===== src/rtl/muldiv_unit.sv =====
// muldiv_unit: iterative shift-add multiplier / restoring divider that loads hi/lo for the HI/LO write path.
// Optional feature macro MULDIV_SIGNED_EN: when defined, sgn=1 selects two's-complement operation.
module muldiv_unit #(
  parameter int WIDTH = 32
) (
  input  logic             clck,
  input  logic             reset,
  input  logic             start,
  input  logic             op,
  input  logic             sgn,
  input  logic [WIDTH-1:0] a,
  input  logic [WIDTH-1:0] b,
  output logic             busy,
  output logic             done,
  output logic [WIDTH-1:0] hi,
  output logic [WIDTH-1:0] lo,
  output logic             div_zero,
  output logic [1:0]       state_dbg
);
  // Handshake: start is a one-cycle request honoured only while idle (busy=0);
  // done pulses for one cycle with hi/lo/div_zero valid, and busy drops the cycle after.
  localparam int CW = $clog2(WIDTH + 1);

  typedef enum logic [1:0] {
    S_IDLE = 2'd0,
    S_RUN  = 2'd1,
    S_FIX  = 2'd2,
    S_DONE = 2'd3
  } state_t;

  state_t             state, state_nx;
  logic [CW-1:0]      cnt;
  logic [2*WIDTH-1:0] acc;
  logic [WIDTH-1:0]   opnd;
  logic               op_q;
  logic [WIDTH-1:0]   a_mag, b_mag;
  logic [WIDTH:0]     mul_sum, rem_sh;
  logic [WIDTH-1:0]   rem_sub;
  logic               div_ge;
  logic [2*WIDTH-1:0] mul_nx, div_nx, prod;
  logic [WIDTH-1:0]   quo, rem;
  logic               div_by_zero;

  assign div_by_zero = op && (b == '0);
  assign busy        = (state != S_IDLE);
  assign done        = (state == S_DONE);
  assign state_dbg   = state;

`ifdef MULDIV_SIGNED_EN
  logic neg_a, neg_b, sa, sb;
  assign sa    = sgn & a[WIDTH-1];
  assign sb    = sgn & b[WIDTH-1];
  assign a_mag = sa ? ('0 - a) : a;
  assign b_mag = sb ? ('0 - b) : b;
`else
  logic unused_sgn;
  assign unused_sgn = sgn;
  assign a_mag      = a;
  assign b_mag      = b;
`endif

  // One iteration of each engine; acc is {product hi, multiplier} or {remainder, quotient}.
  always_comb begin
    mul_sum = {1'b0, acc[2*WIDTH-1:WIDTH]} + {1'b0, (acc[0] ? opnd : {WIDTH{1'b0}})};
    mul_nx  = {mul_sum, acc[WIDTH-1:1]};
    rem_sh  = {acc[2*WIDTH-1:WIDTH], acc[WIDTH-1]};
    div_ge  = (rem_sh >= {1'b0, opnd});
    rem_sub = rem_sh[WIDTH-1:0] - opnd;
    div_nx  = {(div_ge ? rem_sub : rem_sh[WIDTH-1:0]), acc[WIDTH-2:0], div_ge};
  end

  always_comb begin
    prod = acc;
    quo  = acc[WIDTH-1:0];
    rem  = acc[2*WIDTH-1:WIDTH];
`ifdef MULDIV_SIGNED_EN
    if (neg_a ^ neg_b) begin
      prod = '0 - acc;
      quo  = '0 - acc[WIDTH-1:0];
    end
    if (neg_a) rem = '0 - acc[2*WIDTH-1:WIDTH];
`endif
  end

  always_ff @(posedge clck) begin
    if (reset) state <= S_IDLE;
    else       state <= state_nx;
  end

  always_comb begin
    state_nx = state;
    case (state)
      S_IDLE:  if (start) state_nx = div_by_zero ? S_DONE : S_RUN;
      S_RUN:   if (cnt == CW'(1)) state_nx = S_FIX;
      S_FIX:   state_nx = S_DONE;
      S_DONE:  state_nx = S_IDLE;
      default: state_nx = S_IDLE;
    endcase
  end

  always_ff @(posedge clck) begin
    if (reset) begin
      cnt      <= '0;
      acc      <= '0;
      opnd     <= '0;
      op_q     <= 1'b0;
      hi       <= '0;
      lo       <= '0;
      div_zero <= 1'b0;
`ifdef MULDIV_SIGNED_EN
      neg_a    <= 1'b0;
      neg_b    <= 1'b0;
`endif
    end else begin
      case (state)
        S_IDLE: if (start) begin
          op_q     <= op;
          div_zero <= div_by_zero;
          if (div_by_zero) begin
            hi <= a;
            lo <= '1;
          end else begin
            cnt  <= CW'(WIDTH);
            acc  <= {{WIDTH{1'b0}}, (op ? a_mag : b_mag)};
            opnd <= op ? b_mag : a_mag;
`ifdef MULDIV_SIGNED_EN
            neg_a <= sa;
            neg_b <= sb;
`endif
          end
        end
        S_RUN: begin
          acc <= op_q ? div_nx : mul_nx;
          cnt <= cnt - CW'(1);
        end
        S_FIX: begin
          if (op_q) begin
            hi <= rem;
            lo <= quo;
          end else begin
            hi <= prod[2*WIDTH-1:WIDTH];
            lo <= prod[WIDTH-1:0];
          end
        end
        default: ;
      endcase
    end
  end

endmodule


===== config.mk =====
export PLATFORM = sky130hd
export DESIGN_NAME = muldiv_unit
export DESIGN_NICKNAME = d
export VERILOG_FILES = /design/src/rtl/muldiv_unit.sv
export SDC_FILE = /design/constraint.sdc
export NUM_CORES = 1
export LEC_CHECK = 0
export CORE_UTILIZATION = 50
export DETAILED_ROUTE_END_ITERATION = 8
export PLACE_DENSITY_LB_ADDON = 0.2
export SYNTH_ARGS = -nofsm -noshare
export SYNTH_HDL_FRONTEND = slang
export SYNTH_SLANG_ARGS = --single-unit

===== constraint.sdc =====
create_clock -name clck -period 2.7 [get_ports clck]
set_input_delay 0.54 -clock clck [delete_from_list [all_inputs] [get_ports clck]]
set_output_delay 0.54 -clock clck [all_outputs]
set_load 0.005 [all_outputs]

==> out/metrics.csv <==
metric;value;unit
vdd_drop_max;0.554;mV
fin_util;0.754;
p_per_area;824;nW/um^2
post_synth_num_cell_types;65;
placedCellCount;2114;
dieArea;24200;sq um
routedWlPerCell;19.0;microns
cp_slowest_cell;dfxtp_4;
leakage;7.15;nW
setup-violations-final;28;
netlist_area;11800;sq um
cts_tree;done;
cts_buffers;17;
clk_pin_slew;80;ps
worstPathRequired;3040;ps
ys_ff_latch;170;
max_freq;336;MHz
postCtsHoldBufs;0;
ios;138;
cp.arrival;3320;ps
grtUsageTotal;0.333;
instances_no_fill;2193;
yosys_warnings;0;
dp_hpwl;30200;microns
die_width;156;microns
cts_sinks;170;
cap_violations;0;
reg2reg_slack;-280;ps
critPathKind;flop to flop;
layout_setup_ws;-280;ps
cp-start-kind;flop;
dr.pass1.iters;8;
place.gp.congestion;0.946;
cts_buffer_depth;2;
pwr-share-seq;0.260;
ant_nets;0;
end_kind;flop;
sw_frac_of_total;0.419;
rows;55;
drive_above_1_share;0.277;
ys_seq_area_frac;0.288;
overflow;0;
fin_nets;2008;
worstSkewPairLatency;440;ps
p_sw;5.96;mW
pwr-share-comb;0.567;
area_delta_synth_final;46.3;%
io_buffers;136;
fin_skew;13.1;ps
vias;12879;
fp.coreArea;22900;sq um
period_minus_slack;2980;ps
drt-total-wl;41800;microns
rsz0062_at_grt;true;
syn_nets;1628;
drt_iter0_markers;1140;
fin_crit_sh;1.10;
final-max-slew-violation-count;0;
grt_pass1_vias;12120;
htreeDepth;4;
worst-slew-pin-transition;691;ps
violations;negative setup slack;
cellInternalPower;8.27;mW
path_max_fanout;7;
synth_cells;1486;
initial_utilization;0.516;
syn_avg_cell_area;7.95;sq um
clkPwrFrac;0.174;
die_y;156;microns
hold_violations;0;
outcome;complete, but fails checks;
min_path_type;input pin to flop;
worst_path_most_repeated_cell;o21ai_2;
worstPathCellList;inv_6, nor2_1, ha_1, o21ai_2, buf_4, a21bo_1, a22o_1, o21a_1, o311a_1, o21ai_2, a21o_1, a211o_1, a32o_1;
grt_antenna_before_repair;0;
grt_pass1_wl;63100;microns
crit_path_max_incr_delay;370;ps
slew_headroom;0.539;
avgViaCountPerCell;5.87;
synthArstFlopShare;0;
synth_edf_count;0;
synth-main-ff-cell;dfxtp_1;
hold_ws;337;ps
clock_tree.root_cell;clkbuf_16;
grt_max_degree;135;
drc;0;
synthesized netlist by cell type (all sizes together) (8+ instances only):
cell,count,area share
nor3,12,0.0059
nor2,214,0.068
inv,88,0.028
ha,71,0.075
xnor2,37,0.027
mux2i,113,0.096
a211oi,138,0.088
o21ai,62,0.027
a311oi,32,0.024
nand3,14,0.0059
a21o,24,0.015
o211ai,9,0.0057
o21a,10,0.0064
and3,8,0.0042
nor2b,44,0.023
nand4,17,0.0095
a22oi,18,0.011
a31oi,8,0.0042
nor4,9,0.0048
a21oi,107,0.046
clkbuf,92,0.029
nand2,59,0.019
buf,19,0.0088
dfxtp,170,0.29
xor2,22,0.016
a22o,9,0.0067
metrics by stage:
step | worst slack, ps | setup TNS (ps) | area [sq um] | total power [mW]
after detailed placement | -399 | -36990 | 15500 | 10.9
after global placement | -386 | -35710 | 15500 | 10.8
after floorplan | -2.73 | -2.73 | 11900 | 7.81
after global routing | -395 | -7300 | 17300 | 15.1
final | -280 | -4450 | 17300 | 14.2
after CTS | -234 | -3940 | 16800 | 13.8
power by group through the flow:
stage / clock network (mW) / registers, mW / logic [mW]
floorplan: 0 / 3.58 / 4.23
global placement: 0 / 3.68 / 7.08
detailed placement: 0 / 3.70 / 7.21
CTS: 2.48 / 3.67 / 7.62
global route: 2.59 / 3.77 / 8.70
finish: 2.47 / 3.69 / 8.07
cells by family (layout without fill, tap and decap cells):
group	after synthesis	in the layout	synth area share
flops	170	170	0.288
mux	113	113	0.0957
other cells	0	1	0
compound gates	466	467	0.270
simple gates	406	406	0.158
buf+inv	199	591	0.0660
fa+ha+maj	73	73	0.0786
xor+xnor	59	59	0.0437
layout make-up:
type,instances,area (sq um)
inverters,88,335
repair buffers,471,4100
clock buffers,18,439
diodes,1,2.50
flip-flops and latches,170,3430
clock inverters,14,146
well taps,313,392
fillers,1677,5640
multi-input cells,1118,8440
final timing paths:
path                            depth (start not counted)                    end                  start
worst min-delay path                                    2   acc[31]$_SDFFE_PP0P_                  reset
worst max-delay path                                   13   acc[63]$_SDFFE_PP0P_    acc[0]$_SDFFE_PP0P_
worst min register to register                          2  div_zero$_SDFFE_PP0P_  div_zero$_SDFFE_PP0P_
worst max register to register                         13   acc[63]$_SDFFE_PP0P_    acc[0]$_SDFFE_PP0P_
metal layers:
layer / GRT usage / up-vias / share of wire
met2: 0.548 / 504 / 0.46
met4: 0.133 / 0 / 0.036
met1: 0.444 / 6094 / 0.45
li1: - / 6187 / -
met5: 0 / - / 0
met3: 0.0408 / 94 / 0.056
state kept, by name, summed over array words and instances (netlist names):
signal	count
hi	32
opnd	32
state_dbg	2
lo	32
acc	64
cnt	6
div_zero	1
op_q	1
critical path, delay by kind of cell (launching register included):
kind / cells / cell delay (ps)
adder cells (fa/ha/maj): 1 / 300
flip-flops: 1 / 370
AND/OR/NAND/NOR: 1 / 50
buffers and inverters: 2 / 270
AO/OA/AOI/OAI: 9 / 1890
layout by cell type, fill, tap and decap left out, types with 32 or more instances in the layout:
master and instances:
a211oi_1 132, a21oi_1 88, a311oi_1 32, buf_4 313, clkdlybuf4s50_1 134, dfxtp_1 152, ha_1 43, inv_1 74
mux2i_1 113, nand2_1 55, nor2_1 204, nor2b_1 41, xnor2_1 32
what timing repair did:
item / in CTS / in global routing
gates cloned: 4 / 0
pin swaps: 31 / 67
setup endpoints to repair: 31 / 37
gates resized for setup: 85 / 100
setup buffers: 27 / 18
Note: power is estimated with default switching activity, not from simulation.
